--- src/rtl/lifo_drain_streamer_pkg.sv ---
// Shared types for the LIFO drain streamer: FSM state encoding and the
// buffer-entry layout {last, data}.
package lifo_drain_streamer_pkg;

  typedef enum logic [1:0] {
    StIdle,
    StPopping,
    StFlushing
  } state_e;

  // A buffer entry is packed {last, data}: the last flag sits directly above the data MSB.
  function automatic int unsigned entry_width(int unsigned data_width);
    return data_width + 1;
  endfunction

endpackage

--- src/rtl/lifo_drain_buffer.sv ---
// Two-entry in-order buffer between the LIFO pop port and the output stream.
// The head is released only once its last status is settled.
module lifo_drain_buffer
  import lifo_drain_streamer_pkg::*;
#(
  parameter int unsigned WIDTH = 8
) (
  input  logic             clock,
  input  logic             reset,
  input  logic             push,
  input  logic [WIDTH-1:0] push_data,
  input  logic             push_last,
  input  logic             pop,
  input  logic             tag_tail_last,
  output logic             head_valid,
  output logic [WIDTH-1:0] head_data,
  output logic             head_last,
  output logic [1:0]       count
);

  localparam int unsigned EntryWidth = entry_width(WIDTH);

  logic [EntryWidth-1:0] slot_q [2];
  logic [EntryWidth-1:0] slot_d [2];
  logic [1:0]            count_q, count_d;

  always_comb begin
    slot_d  = slot_q;
    count_d = count_q;
    if (pop && count_q != 2'd0) begin
      slot_d[0] = slot_q[1];
      count_d   = count_q - 2'd1;
    end
    // Tagging targets the youngest entry left after any same-cycle pop.
    if (tag_tail_last) begin
      if (count_d == 2'd2) begin
        slot_d[1][EntryWidth-1] = 1'b1;
      end else if (count_d == 2'd1) begin
        slot_d[0][EntryWidth-1] = 1'b1;
      end
    end
    if (push && count_d != 2'd2) begin
      if (count_d == 2'd0) begin
        slot_d[0] = {push_last, push_data};
      end else begin
        slot_d[1] = {push_last, push_data};
      end
      count_d = count_d + 2'd1;
    end
  end

  always_ff @(posedge clock) begin
    if (reset) begin
      slot_q[0] <= '0;
      slot_q[1] <= '0;
      count_q   <= 2'd0;
    end else begin
      slot_q[0] <= slot_d[0];
      slot_q[1] <= slot_d[1];
      count_q   <= count_d;
    end
  end

  assign head_data  = slot_q[0][WIDTH-1:0];
  assign head_last  = slot_q[0][EntryWidth-1];
  assign head_valid = (count_q == 2'd2) || (count_q == 2'd1 && slot_q[0][EntryWidth-1]);
  assign count      = count_q;

endmodule

--- src/rtl/lifo_drain_streamer.sv ---
// Drains up to drain_length entries from the LIFO top and streams them out
// over valid/ready, marking the final entry with output_last.
module lifo_drain_streamer
  import lifo_drain_streamer_pkg::*;
#(
  parameter int unsigned WIDTH        = 8,
  parameter int unsigned LENGTH_WIDTH = 8
) (
  input  logic                    clock,
  input  logic                    reset,
  input  logic                    drain_start,
  input  logic [LENGTH_WIDTH-1:0] drain_length,
  output logic                    drain_busy,
  output logic                    drain_done,
  output logic [LENGTH_WIDTH-1:0] drain_count,
  input  logic                    lifo_empty,
  output logic                    lifo_read_enable,
  input  logic [WIDTH-1:0]        lifo_read_data,
  output logic                    output_valid,
  input  logic                    output_ready,
  output logic [WIDTH-1:0]        output_data,
  output logic                    output_last
);

  state_e                  state_q, state_d;
  logic [LENGTH_WIDTH-1:0] len_q, len_d;
  logic [LENGTH_WIDTH-1:0] count_q, count_d;
  logic                    done_q, done_d;

  logic       pop;
  logic       push_last;
  logic       tag_tail;
  logic       flush_done;
  logic       handshake;
  logic       buf_valid;
  logic       buf_last;
  logic [1:0] buf_count;

  assign handshake = buf_valid && output_ready;

  always_comb begin
    state_d    = state_q;
    len_d      = len_q;
    count_d    = count_q;
    done_d     = 1'b0;
    pop        = 1'b0;
    push_last  = 1'b0;
    tag_tail   = 1'b0;
    flush_done = 1'b0;
    case (state_q)
      StIdle: begin
        if (drain_start) begin
          count_d = '0;
          if (drain_length == '0) begin
            done_d = 1'b1;
          end else begin
            len_d   = drain_length;
            state_d = StPopping;
          end
        end
      end
      StPopping: begin
        if (!lifo_empty) begin
          if (count_q < len_q && (buf_count < 2'd2 || handshake)) begin
            pop     = 1'b1;
            count_d = count_q + 1'b1;
            if (count_d == len_q) begin
              push_last = 1'b1;
              state_d   = StFlushing;
            end
          end
        end else if (count_q != '0) begin
          tag_tail = 1'b1;
          state_d  = StFlushing;
        end else begin
          done_d  = 1'b1;
          state_d = StIdle;
        end
      end
      StFlushing: begin
        if (handshake && buf_last) begin
          flush_done = 1'b1;
          state_d    = StIdle;
        end
      end
      default: state_d = StIdle;
    endcase
    // The LIFO must not lose an entry while this block is being reset.
    if (reset) begin
      pop = 1'b0;
    end
  end

  always_ff @(posedge clock) begin
    if (reset) begin
      state_q <= StIdle;
      len_q   <= '0;
      count_q <= '0;
      done_q  <= 1'b0;
    end else begin
      state_q <= state_d;
      len_q   <= len_d;
      count_q <= count_d;
      done_q  <= done_d;
    end
  end

  lifo_drain_buffer #(
    .WIDTH(WIDTH)
  ) u_buffer (
    .clock        (clock),
    .reset        (reset),
    .push         (pop),
    .push_data    (lifo_read_data),
    .push_last    (push_last),
    .pop          (handshake),
    .tag_tail_last(tag_tail),
    .head_valid   (buf_valid),
    .head_data    (output_data),
    .head_last    (buf_last),
    .count        (buf_count)
  );

  assign lifo_read_enable = pop;
  assign output_valid     = buf_valid;
  assign output_last      = buf_last;
  assign drain_busy       = (state_q != StIdle);
  assign drain_done       = done_q || flush_done;
  assign drain_count      = count_q;

endmodule

--- config.mk ---
export PLATFORM = sky130hd
export DESIGN_NAME = lifo_drain_streamer
export DESIGN_NICKNAME = d
export VERILOG_FILES = /design/src/rtl/lifo_drain_streamer_pkg.sv /design/src/rtl/lifo_drain_buffer.sv /design/src/rtl/lifo_drain_streamer.sv
export SDC_FILE = /design/constraint.sdc
export NUM_CORES = 1
export LEC_CHECK = 0
export ABC_AREA = 1
export BUFFER_PORTS_ARGS = -buffer_cell sky130_fd_sc_hd__buf_2
export CORE_MARGIN = 2
export CORE_UTILIZATION = 44
export DETAILED_ROUTE_END_ITERATION = 10
export GPL_ROUTABILITY_DRIVEN = 0
export PLACE_DENSITY = 0.62
export SETUP_SLACK_MARGIN = 0.3
export SLEW_MARGIN = 5
export SYNTH_ARGS = -nofsm -noshare
export SYNTH_HDL_FRONTEND = slang
export SYNTH_SLANG_ARGS = --single-unit
--- constraint.sdc ---
create_clock -name clock -period 2.7 [get_ports clock]
set_input_delay 0.27 -clock clock [delete_from_list [all_inputs] [get_ports clock]]
set_output_delay 0.27 -clock clock [all_outputs]
set_load 0.02 [all_outputs]
==> results of run 1 <==
## metrics by stage
step / hold slack, ns / std cells / util, % / total power (W)
floorplan: 0.339 / 334 / - / 0.00120
global placement: 0.440 / 431 / 49.9 / 0.00134
detailed placement: 0.445 / 431 / 49.9 / 0.00135
CTS: 0.225 / 439 / 52.1 / 0.00186
global route: 0.247 / 442 / 52.6 / 0.00198
finish: 0.233 / 442 / 52.6 / 0.00184
## area by class of cell
class                   instances  area, sq um
clock buffers                   5         68.8
clock inverters                 3         43.8
fillers                       519         2450
inverters                      43          169
multi-input cells             236         1330
flip-flops and latches         39          781
well taps                      70         87.6
repair buffers                 46          246
## critical path, delay by kind of cell, from the launching register on
| family | cells | cell delay (ns) |
|---|---|---|
| AND/OR/NAND/NOR | 8 | 0.77 |
| adder cells (fa/ha/maj) | 2 | 0.38 |
| flip-flops | 1 | 0.33 |
| buffers and inverters | 3 | 0.33 |
| XOR/XNOR | 1 | 0.27 |
## synthesized netlist by cell type (2+ instances only)
cell type   n
o21ai_1     4
dfxtp_1    39
o21ai_0    40
buf_4       9
nand3_1    16
buf_6       2
nand3_2     3
ha_1       16
clkbuf_1    4
nand4_1     3
nor2_2      5
nor4_1      4
nand2_2     4
a211oi_1    4
nor3_1      2
nor2_4      2
inv_1      36
nand2_1    56
a21oi_1    34
nor2_1     30
inv_2       4
## what timing repair did
action / in CTS / in global routing
setup buffers: 0 / 3
setup endpoints to repair: 0 / 10
gates resized for setup: 0 / 2
## flip-flops by register name, summed over array words and instances (netlist names)
| name | cells |
|---|---|
| u_buffer.head_last | 1 |
| done_q | 1 |
| len_q | 8 |
| u_buffer.count | 2 |
| state_q | 2 |
| u_buffer.slot_q | 9 |
| drain_count | 8 |
| u_buffer.head_data | 8 |
## power breakdown
part           leakage (nW)  internal, W  switching (W)
combinational         0.801     0.000220       0.000407
sequential            0.318     0.000638      0.0000764
clock                0.0581     0.000275       0.000227
## kinds of logic (layout without fill, tap and decap cells)
| kind of cell | Yosys count | count (layout) |
|---|---|---|
| fa+ha+maj | 16 | 16 |
| flops | 39 | 39 |
| xor+xnor | 1 | 1 |
| simple gates | 131 | 131 |
| mux | 1 | 1 |
| compound gates | 87 | 87 |
| buf+inv | 59 | 97 |
## placed cells by master (no fill, tap or decap), types with 2 or more instances in the layout
cell type   n
a211oi_1    4
a21oi_1    34
buf_2      41
buf_4       4
clkbuf_8    5
clkinv_4    2
dfxtp_1    39
ha_1       15
inv_1      36
inv_2       4
nand2_1    56
nand2_2     4
nand3_1    16
nand3_2     3
nand4_1     3
nor2_1     30
nor2_2      5
nor2_4      2
nor3_1      2
nor4_1      4
o21ai_0    40
o21ai_1     4
## path summary, 6_finish.rpt
path,start,endpoint,cells after the start
hold reg to reg,u_buffer.slot_q[3]$_SDFFE_PP0P_,u_buffer.slot_q[3]$_SDFFE_PP0P_,2
hold / removal,lifo_read_data[3],u_buffer.head_data[3]$_SDFF_PP0_,3
setup / recovery,u_buffer.count[1]$_SDFF_PP0_,u_buffer.head_last$_SDFF_PP0_,14
setup reg to reg,u_buffer.count[1]$_SDFF_PP0_,u_buffer.head_last$_SDFF_PP0_,14
## routing by layer
layer	part of all wire, %	vias up
li1	-	1178
met1	51	985
met2	42	48
met3	5.2	7
met4	1.6	0
met5	0	-
==> results.md, run 1 <==
- Total negative setup slack: 0 ns
- Worst min path class: primary input to flop
- Max-slew violations: 0
- Post-Synth XOR/XNOR Area: 0.682%
- Clk sinks: 39
- Antenna violations before repair: 0
- Met2 Use GR: between 20% and 30%
- Total Routing Usage GR: between 10% and 20%
- Mean area per synthesized cell: 7.14 sq um
- Cell Area, Placed: approximately 2600 sq um
- GRT busiest layer: met2
- RSZ-0062 raised after global routing: no
- Worst slew margin: 57.0%
- Critical Path RT: about 2.9 ns
- PnR worst setup slack: 0.548 ns
- Final Cycle Share: about four fifths
- Tmin final: ~2.2 ns
- Insertion delay to the later sink of the worst-skew pair: approximately 0.30 ns
- Ys Warns: 0
- WL per Instance: about 12 um
- Port bufs: a little over 40
- Share of layout cells above drive strength 1: ~22%
- Post-synth EDFFs: 0
- WL final: between 5000 and 6000 um
- Setup CP Type: flop to flop
- Peak supply drop: between 0.2 and 0.3 mV
- Clk buf depth: 2
- CP most frequent cell: nand2_1
- Mapped Nets: about 370
- CP startpoint kind: flop
- Crit path cell chain: inv_1, ha_1, nand2_1, nand2_2, nand3b_1, xor2_2, inv_1, ha_2, nor2_4, nand2_4, clkinv_4, nand2_1, nand2_1, nor2_1
- # hold bufs at CTS: 0
- Design Area, Final: 2720 sq um
- Simple-gate share of the synthesized area: a little over a quarter
- Synth top area share: approximately 33%
- Antenna Violating Nets Remaining: 0
- Die area: 6020 sq um
- Worst-path clk slew: 0.09 ns
- Die X: 77.6 um
- Root Buffer: clkbuf_8
- First-pass GRT wire length: 9070 um
- Worst-Margin Slew: around 0.64 ns
- Post-synthesis adder-cell area fraction: 8.40%
- Met3 Usage GRT: under 10%
- Synth cell types: 38
- Max Fanout on Critical Path: 10
- Register bit total from synthesis: 39
- Synth area leader: dfxtp_1
- P&R area growth vs syn: 14.2%
- Residual DRC: 0
- Largest family of logic cells by synthesized area: simple AND/OR/NAND/NOR gates
- Pwr dens: roughly 680 nW/um^2
- Num ports: between 40 and 50
- Post-DP HPWL: between 4000 and 5000 um
- Max-cap violations: 0
- Final setup vio count: 0
- Pre-CTS setup slack: approximately 0.46 ns
- Crit-path slowest cell: dfxtp_1
- Asr flop ratio synth: 0%
- Fmax achieved: about 460 MHz
- GRT overflow: 0
- Total number of vias: between 2000 and 2500
- Number of antenna diodes: 0
- Largest net degree at the start of global routing: 34
- CTS tree: yes
- Final Hold Fails: 0
- Syn Inst Count: roughly 330
- Num rows: 26
- Outcome: complete, no violations
- Largest stage delay on the critical path: approximately 0.33 ns
- Starting density of the core: between 40% and 50%
- Multiplexer share of the synthesized area: less than 1%
- CP Capture Type: flop
- GRT met1 Usage: 27.2%
- Setup Skew: between 0.007 and 0.008 ns
- Inserted Clock Buffers: 5
- Core outline area: between 5000 and 6000 sq um
- Vias in the first global route: approximately 2000
- H-tree depth: 2
- Netlist Area Pre-Place: ~2400 sq um
- Die span in y: about 78 um
- CP arrival: roughly 2.4 ns
- Register area share after synthesis: around 33%
- First-pass DRT Iterations: 4
- Top post-synthesis cells by area: dfxtp_1, nand2_1, ha_1, o21ai_0, a21oi_1
- Worst reg-to-reg setup slack: between 0.5 and 0.6 ns
- DR vias/cell: 5.02
- Final nets: ~410
- 1st-iter DRT viols: 170
- Synth Area in Compound Gates: between 10% and 20%
- Top FF cell, synth: dfxtp_1
- Leak Pwr: 1.18 nW
Note: power is estimated with default switching activity, not from simulation.
==> run 2, diff against run 1 <==
==> constraint.sdc (replaced) <==
create_clock -name clock -period 2.1 [get_ports clock]
set_input_delay 0.21 -clock clock [delete_from_list [all_inputs] [get_ports clock]]
set_output_delay 0.21 -clock clock [all_outputs]
set_load 0.02 [all_outputs]
==> run 2 against run 1 <==
Clock power grew 32%. Largest cell class unchanged. Via count grew 8.7%. Wire length grew 16%. Final area grew 20%. Highest routed layer unchanged. Sequential share of layout area shrank 3.7 points. Worst hold slack lost 0.079 ns.
==> results.md, run 2 (synthesis results as in run 1) <==
- Outcome: complete, no violations (unchanged)
- Max Fanout on Critical Path: 3 (was 10)
- Worst-Margin Slew: 0.407 ns (was 0.639 ns)
- 1st-iter DRT viols: 196 (was 170)
- Most frequent cells in the layout: nand2_1, buf_2, o21ai_0 (unchanged)
- Final nets: 433 (was 408)
- Leak Pwr: 1.36 nW (was 1.18 nW)
- Root Buffer: clkbuf_8 (unchanged)
- Total number of vias: 2411 (was 2218)
- Tmin final: about 2.0 ns
- Largest Register: u_buffer.slot_q (unchanged)
- Clk buf depth: 2 (unchanged)
- Clk sinks: 39 (unchanged)
- Die span in y: 77.6 um (unchanged)
- CP Capture Type: output pin (was flop)
- Max-slew violations: 0 (unchanged)
- Final setup vio count: 0 (unchanged)
- Total Routing Usage GR: 21.8% (was 18.9%)
- Num ports: 42 (unchanged)
- Setup CP Type: flop to output pin (was flop to flop)
- Pre-CTS setup slack: -0.0134 ns (was 0.463 ns)
- WL per Instance: 13.6 um (was 12.4 um)
- GRT overflow: 0 (unchanged)
- Insertion delay to the later sink of the worst-skew pair: 0.30 ns (about the same)
- H-tree depth: 2 (unchanged)
- Number of antenna diodes: 0 (unchanged)
- Fmax achieved: 505 MHz
- Residual DRC: 0 (unchanged)
- Commonest non-fill, non-tap cell in the layout: nand2_1 (unchanged)
- Share of layout cells above drive strength 1: 42.1% (was 22.0%)
- Final Cycle Share: a little over nine tenths
- First-pass GRT wire length: 10500 um (was 9070 um)
- Dpl cells: 436 (was 431)
- Core outline area: 5170 sq um (unchanged)
- Antenna violations before repair: 0 (unchanged)
- CP startpoint kind: flop (unchanged)
- P&R area growth vs syn: 37.4% (was 14.2%)
- Worst-path clk slew: 0.08 ns (was 0.09 ns)
- Post-DP HPWL: 4170 um (was 4020 um)
- Largest net degree at the start of global routing: 34 (unchanged)
- Tot Pwr: 0.00284 W (was 0.00184 W)
- Final cell count without fillers: 467 (was 442)
- Antenna Violating Nets Remaining: 0 (unchanged)
- Worst slew margin: 72.6% (was 57.0%)
- Max-cap violations: 0 (unchanged)
- Critical Path RT: 1.89 ns (was 2.91 ns)
- Pwr dens: 867 nW/um^2 (was 677 nW/um^2)
- Peak supply drop: 0.424 mV (was 0.287 mV)
- Max reg flops: 9 (unchanged)
- First-pass DRT Iterations: 4 (unchanged)
- RSZ-0062 raised after global routing: yes (was no)
- Num rows: 26 (unchanged)
- Worst min path class: primary input to flop (unchanged)
- FILL cells: 468 (was 519)
- Port bufs: 41 (unchanged)
- WL final: 6350 um (was 5480 um)
- DR vias/cell: 5.16 (was 5.02)
- Inserted Clock Buffers: 5 (unchanged)
- Reg area: 818 sq um (was 781 sq um)
- Die X: 77.6 um (unchanged)
- Vias in the first global route: 2224 (was 1953)
- Final Hold Fails: 0 (unchanged)
- CP arrival: 1.77 ns (was 2.36 ns)
- Starting density of the core: 46.1% (unchanged)
- PnR worst setup slack: 0.120 ns (was 0.548 ns)
- CTS tree: yes (unchanged)
- Setup Skew: 0.00392 ns (was 0.00759 ns)
- Die area: 6020 sq um (unchanged)
- Multi-input logic area: 1640 sq um (was 1330 sq um)
run 2: cell count changes in the layout (fill, tap and decap cells not counted), moves of 8 or more:
cell	before	now
inv_1	36	27
dfxtp_1	39	23
o21ai_0	40	29
buf_4	4	25
ha_1	15	7
ha_4	0	8
dfxtp_2	0	9
run 2: per-layer routing:
layer	part of all wire, %	vias up	GRT usage (%)
met5	0	-	0
met4	1.6	0	5.36
met3	6.4	13	4.30
met2	45	84	33.8
met1	47	1077	31.0
li1	-	1237	-
run 2: layout make-up:
class | count | share of cell area (%)
clock buffers | 5 | 2.10
clock inverters | 3 | 1.45
inverters | 43 | 5.42
multi-input cells | 238 | 50.2
flip-flops and latches | 39 | 25.0
well taps | 70 | 2.67
repair buffers | 68 | 13.1
repair inverters | 1 | 0.153
run 2: timing repair:
action	4_1_cts	5_1_grt
gates cloned	3	0
hold buffers	0	0
buffers inserted	17	3
endpoints found under the setup margin	30	32
gates resized for setup	43	42
endpoints found under the hold margin	0	0
pin swaps	23	12
run 2: worst paths after layout:
path | startpoint | end | slack [ns] | cells after the start
hold / removal | lifo_read_data[1] | u_buffer.head_data[1]$_SDFF_PP0_ | 0.15 | 3
setup reg to reg | u_buffer.count[1]$_SDFF_PP0_ | u_buffer.head_last$_SDFF_PP0_ | 0.17 | 15
hold reg to reg | u_buffer.slot_q[3]$_SDFFE_PP0P_ | u_buffer.slot_q[3]$_SDFFE_PP0P_ | 0.45 | 2
setup / recovery | len_q[4]$_SDFFE_PP0P_ | lifo_read_enable | 0.12 | 8
run 2: through the flow:
| step | area, sq um | utilization (%) | hold slack [ns] | setup TNS, ns |
|---|---|---|---|---|
| detailed placement | 2690 | 51.9 | 0.441 | -0.0134 |
| global placement | 2690 | 51.9 | 0.437 | 0 |
| floorplan | 2450 | - | 0.279 | 0 |
| CTS | 3080 | 59.6 | 0.153 | 0 |
| global route | 3280 | 63.3 | 0.162 | 0 |
| finish | 3280 | 63.3 | 0.155 | 0 |
run 2: power by group:
group | total, W | leakage [nW] | internal (W) | switching (W)
logic | 0.00126 | 0.979 | 0.000495 | 0.000760
registers | 0.000924 | 0.326 | 0.000836 | 0.0000880
clock network | 0.000662 | 0.0587 | 0.000361 | 0.000301
run 2: worst max-delay path, stage by stage, from the launching register on:
cell and delay (ns):
dfxtp_1 0.36, inv_1 0.09, ha_1 0.19, a21oi_2 0.11, o21ai_1 0.10, nor2_2 0.21
nand4_4 0.14, inv_2 0.14, buf_6 0.13
==> run 3, diff against run 2 <==
--- a/config.mk
+++ b/config.mk
@@ -11,7 +11,7 @@
 export CORE_UTILIZATION = 44
 export DETAILED_ROUTE_END_ITERATION = 10
 export GPL_ROUTABILITY_DRIVEN = 0
-export PLACE_DENSITY = 0.62
+export PLACE_DENSITY = 0.75
 export SETUP_SLACK_MARGIN = 0.3
 export SLEW_MARGIN = 5
 export SYNTH_ARGS = -nofsm -noshare
==> run 3 against run 2 <==
Utilization is 1.2 points lower. Highest routed layer unchanged. Clock-buffer cell count increased by 1. Sequential power rose by 0.4%. Worst setup slack got worse by 0.0017 ns. Clock power fell by 22%.
==> results.md, run 3 (synthesis results as in run 1) <==
- P&R area growth vs syn: 34.8% (was 37.4%)
- Crit path buffers/inverters: 4 (was 3)
- Final setup vio count: 0 (unchanged)
- Largest stage delay on the critical path: 0.34 ns (was 0.36 ns)
- Worst-Margin Slew: 0.686 ns (was 0.407 ns)
- Outcome: complete, no violations (unchanged)
- Power Internal: 0.00151 W (was 0.00169 W)
- Die X: 77.6 um (unchanged)
- Max reg flops: 9 (unchanged)
- Clock power frac: 20.0% (was 23.3%)
- Port bufs: 41 (unchanged)
- Max Fanout on Critical Path: 5 (was 3)
- Reg2reg end: u_buffer.count[1]$_SDFF_PP0_ (was u_buffer.head_last$_SDFF_PP0_)
- Comb power frac: 44.0% (was 44.2%)
- Root Buffer: clkbuf_8 (unchanged)
- Residual DRC: 0 (unchanged)
- CP top delay family: buffers and inverters (was flip-flops)
- Num ports: 42 (unchanged)
- Starting density of the core: 46.1% (unchanged)
- Inserted Clock Buffers: 5 (unchanged)
- Die span in y: 77.6 um (unchanged)
- First-pass DRT Iterations: 4 (unchanged)
- Total Routing Usage GR: 20.3% (was 21.8%)
- Largest net degree at the start of global routing: 34 (unchanged)
- Worst reg-to-reg setup slack: 0.14 ns (was 0.17 ns)
- Worst r2r src: u_buffer.count[0]$_SDFF_PP0_ (was u_buffer.count[1]$_SDFF_PP0_)
- Hold_ws: 0.166 ns (was 0.155 ns)
- Antenna Violating Nets Remaining: 0 (unchanged)
- CP most frequent cell: inv_2
- Register-to-Register Path Depth: 11 (was 15)
- Leak Pwr: 1.32 nW (was 1.36 nW)
- # hold bufs at CTS: 0 (unchanged)
- Antenna violations before repair: 0 (unchanged)
- Worst slew margin: 53.9% (was 72.6%)
- Critical Path RT: 1.89 ns (about the same)
- Vias in the first global route: 2203 (was 2224)
- Final Cycle Share: 94.4% (was 94.3%)
- DR vias/cell: 5.27 (was 5.16)
- Final nets: 428 (was 433)
- FILL cells: 433 (was 468)
- Share of layout cells above drive strength 1: 43.1% (was 42.1%)
- CP Capture Type: output pin (unchanged)
- WL per Instance: 13.8 um (was 13.6 um)
- Clk sinks: 39 (unchanged)
- Post-DP HPWL: 4090 um (was 4170 um)
- Crit-path slowest cell: dfxtp_2 (was dfxtp_1)
- Largest Register: u_buffer.slot_q (unchanged)
- Clk buf depth: 2 (unchanged)
- Die area: 6020 sq um (unchanged)
- WL final: 6350 um (about the same)
- Num rows: 26 (unchanged)
- Core outline area: 5170 sq um (unchanged)
- Worst min path class: primary input to flop (unchanged)
- WHS Path Cells: 3 (unchanged)
- Final cell count without fillers: 462 (was 467)
- H-tree depth: 2 (unchanged)
- First-pass GRT wire length: 9940 um (was 10500 um)
- Dpl cells: 435 (was 436)
- Setup CP Type: flop to output pin (unchanged)
- Reg power frac: 36.0% (was 32.5%)
- Most frequent cells in the layout: nand2_1, buf_2, nor2_1, a21oi_1, o21ai_0 (was nand2_1, buf_2, o21ai_0)
- Insertion delay to the later sink of the worst-skew pair: 0.30 ns (about the same)
- Critical Path Source: drain_count[0]$_SDFFE_PP0P_ (was len_q[4]$_SDFFE_PP0P_)
- Switch share: 41.2% (was 40.5%)
- Worst-path clk slew: 0.08 ns (about the same)
- Number of antenna diodes: 0 (unchanged)
- Hold worst-path end: u_buffer.head_data[1]$_SDFF_PP0_ (unchanged)
- Fmax achieved: 505 MHz (about the same)
- Sw power: 0.00106 W (was 0.00115 W)
- Crit path cell chain: inv_2, ha_4, inv_1, a21oi_2, o21ai_2, nand2_2, nand4_4, inv_2, buf_6 (was inv_1, ha_1, a21oi_2, o21ai_1, nor2_2, nand4_4, inv_2, buf_6)
- Total number of vias: 2435 (was 2411)
- CP arrival: 1.77 ns (about the same)
- GRT overflow: 0 (unchanged)
- RSZ-0062 raised after global routing: yes (unchanged)
- CP startpoint kind: flop (unchanged)
- Tmin final: 1.98 ns (about the same)
- Hold_sp: lifo_read_data[1] (unchanged)
- Peak supply drop: 0.450 mV (was 0.424 mV)
- CTS tree: yes (unchanged)
- Commonest non-fill, non-tap cell in the layout: nand2_1 (unchanged)
- Max-cap violations: 0 (unchanged)
- Max-slew violations: 0 (unchanged)
- Setup Skew: 0.00808 ns (was 0.00392 ns)
- Final Hold Fails: 0 (unchanged)
- 1st-iter DRT viols: 277 (was 196)
- Pwr dens: 801 nW/um^2 (was 867 nW/um^2)
## run 3: area by class of cell
type                    count  area (sq um)  share of cell area, %
clock buffers               6          72.6                   2.26
inverters                  43           174                   5.41
multi-input cells         238          1640                   50.9
repair inverters            1          5.00                  0.156
flip-flops and latches     39           820                   25.5
clock inverters             2          12.5                  0.389
repair buffers             63           407                   12.7
well taps                  70          87.6                   2.73
## run 3: tightest hold or removal path, stage by stage
cell	delay, ns
buf_2	0.08
o21ai_0	0.07
nor2_1	0.07
## run 3: worst max-delay path by stage
stage                                             to  cells after the start  slack [ns]
floorplan              u_buffer.head_last$_SDFF_PP0_                     14        0.15
global placement       u_buffer.head_last$_SDFF_PP0_                     14        0.11
detailed placement  u_buffer.head_data[2]$_SDFF_PP0_                     10      -0.001
CTS                 u_buffer.head_data[6]$_SDFF_PP0_                     13        0.15
global route                        lifo_read_enable                      9        0.03
finish                              lifo_read_enable                      9        0.12
## run 3: timing repair
action	4_1_cts	5_1_grt
buffers inserted	15	1
endpoints found under the setup margin	30	31
pin swaps	14	28
resized for setup	55	35
gates cloned	2	1
## run 3: per-stage QoR
| step | power, W | instance area (sq um) | util [%] | setup WS, ns | setup TNS [ns] |
|---|---|---|---|---|---|
| after floorplan | 0.00156 | 2450 | - | 0.151 | 0 |
| after global placement | 0.00175 | 2680 | 51.8 | 0.106 | 0 |
| after detailed placement | 0.00176 | 2680 | 51.8 | -0.00121 | -0.00121 |
| after CTS | 0.00242 | 3030 | 58.5 | 0.149 | 0 |
| after global routing | 0.00273 | 3210 | 62.1 | 0.0257 | 0 |
| final | 0.00257 | 3210 | 62.1 | 0.119 | 0 |
## run 3: power groups by stage
stage	logic [W]	clock network (W)	registers, W
finish	0.00113	0.000514	0.000928
global route	0.00126	0.000532	0.000940
CTS	0.000984	0.000513	0.000919
detailed placement	0.000820	0	0.000941
global placement	0.000805	0	0.000941
floorplan	0.000594	0	0.000963
## run 3: metal layers
metal  up-vias  track usage, %  wire, um
met1      1116            26.8      2750
met3        13            3.14       434
met5         -               0         0
li1       1221               -         -
met2        85            33.2      3020
met4         0            7.86       148
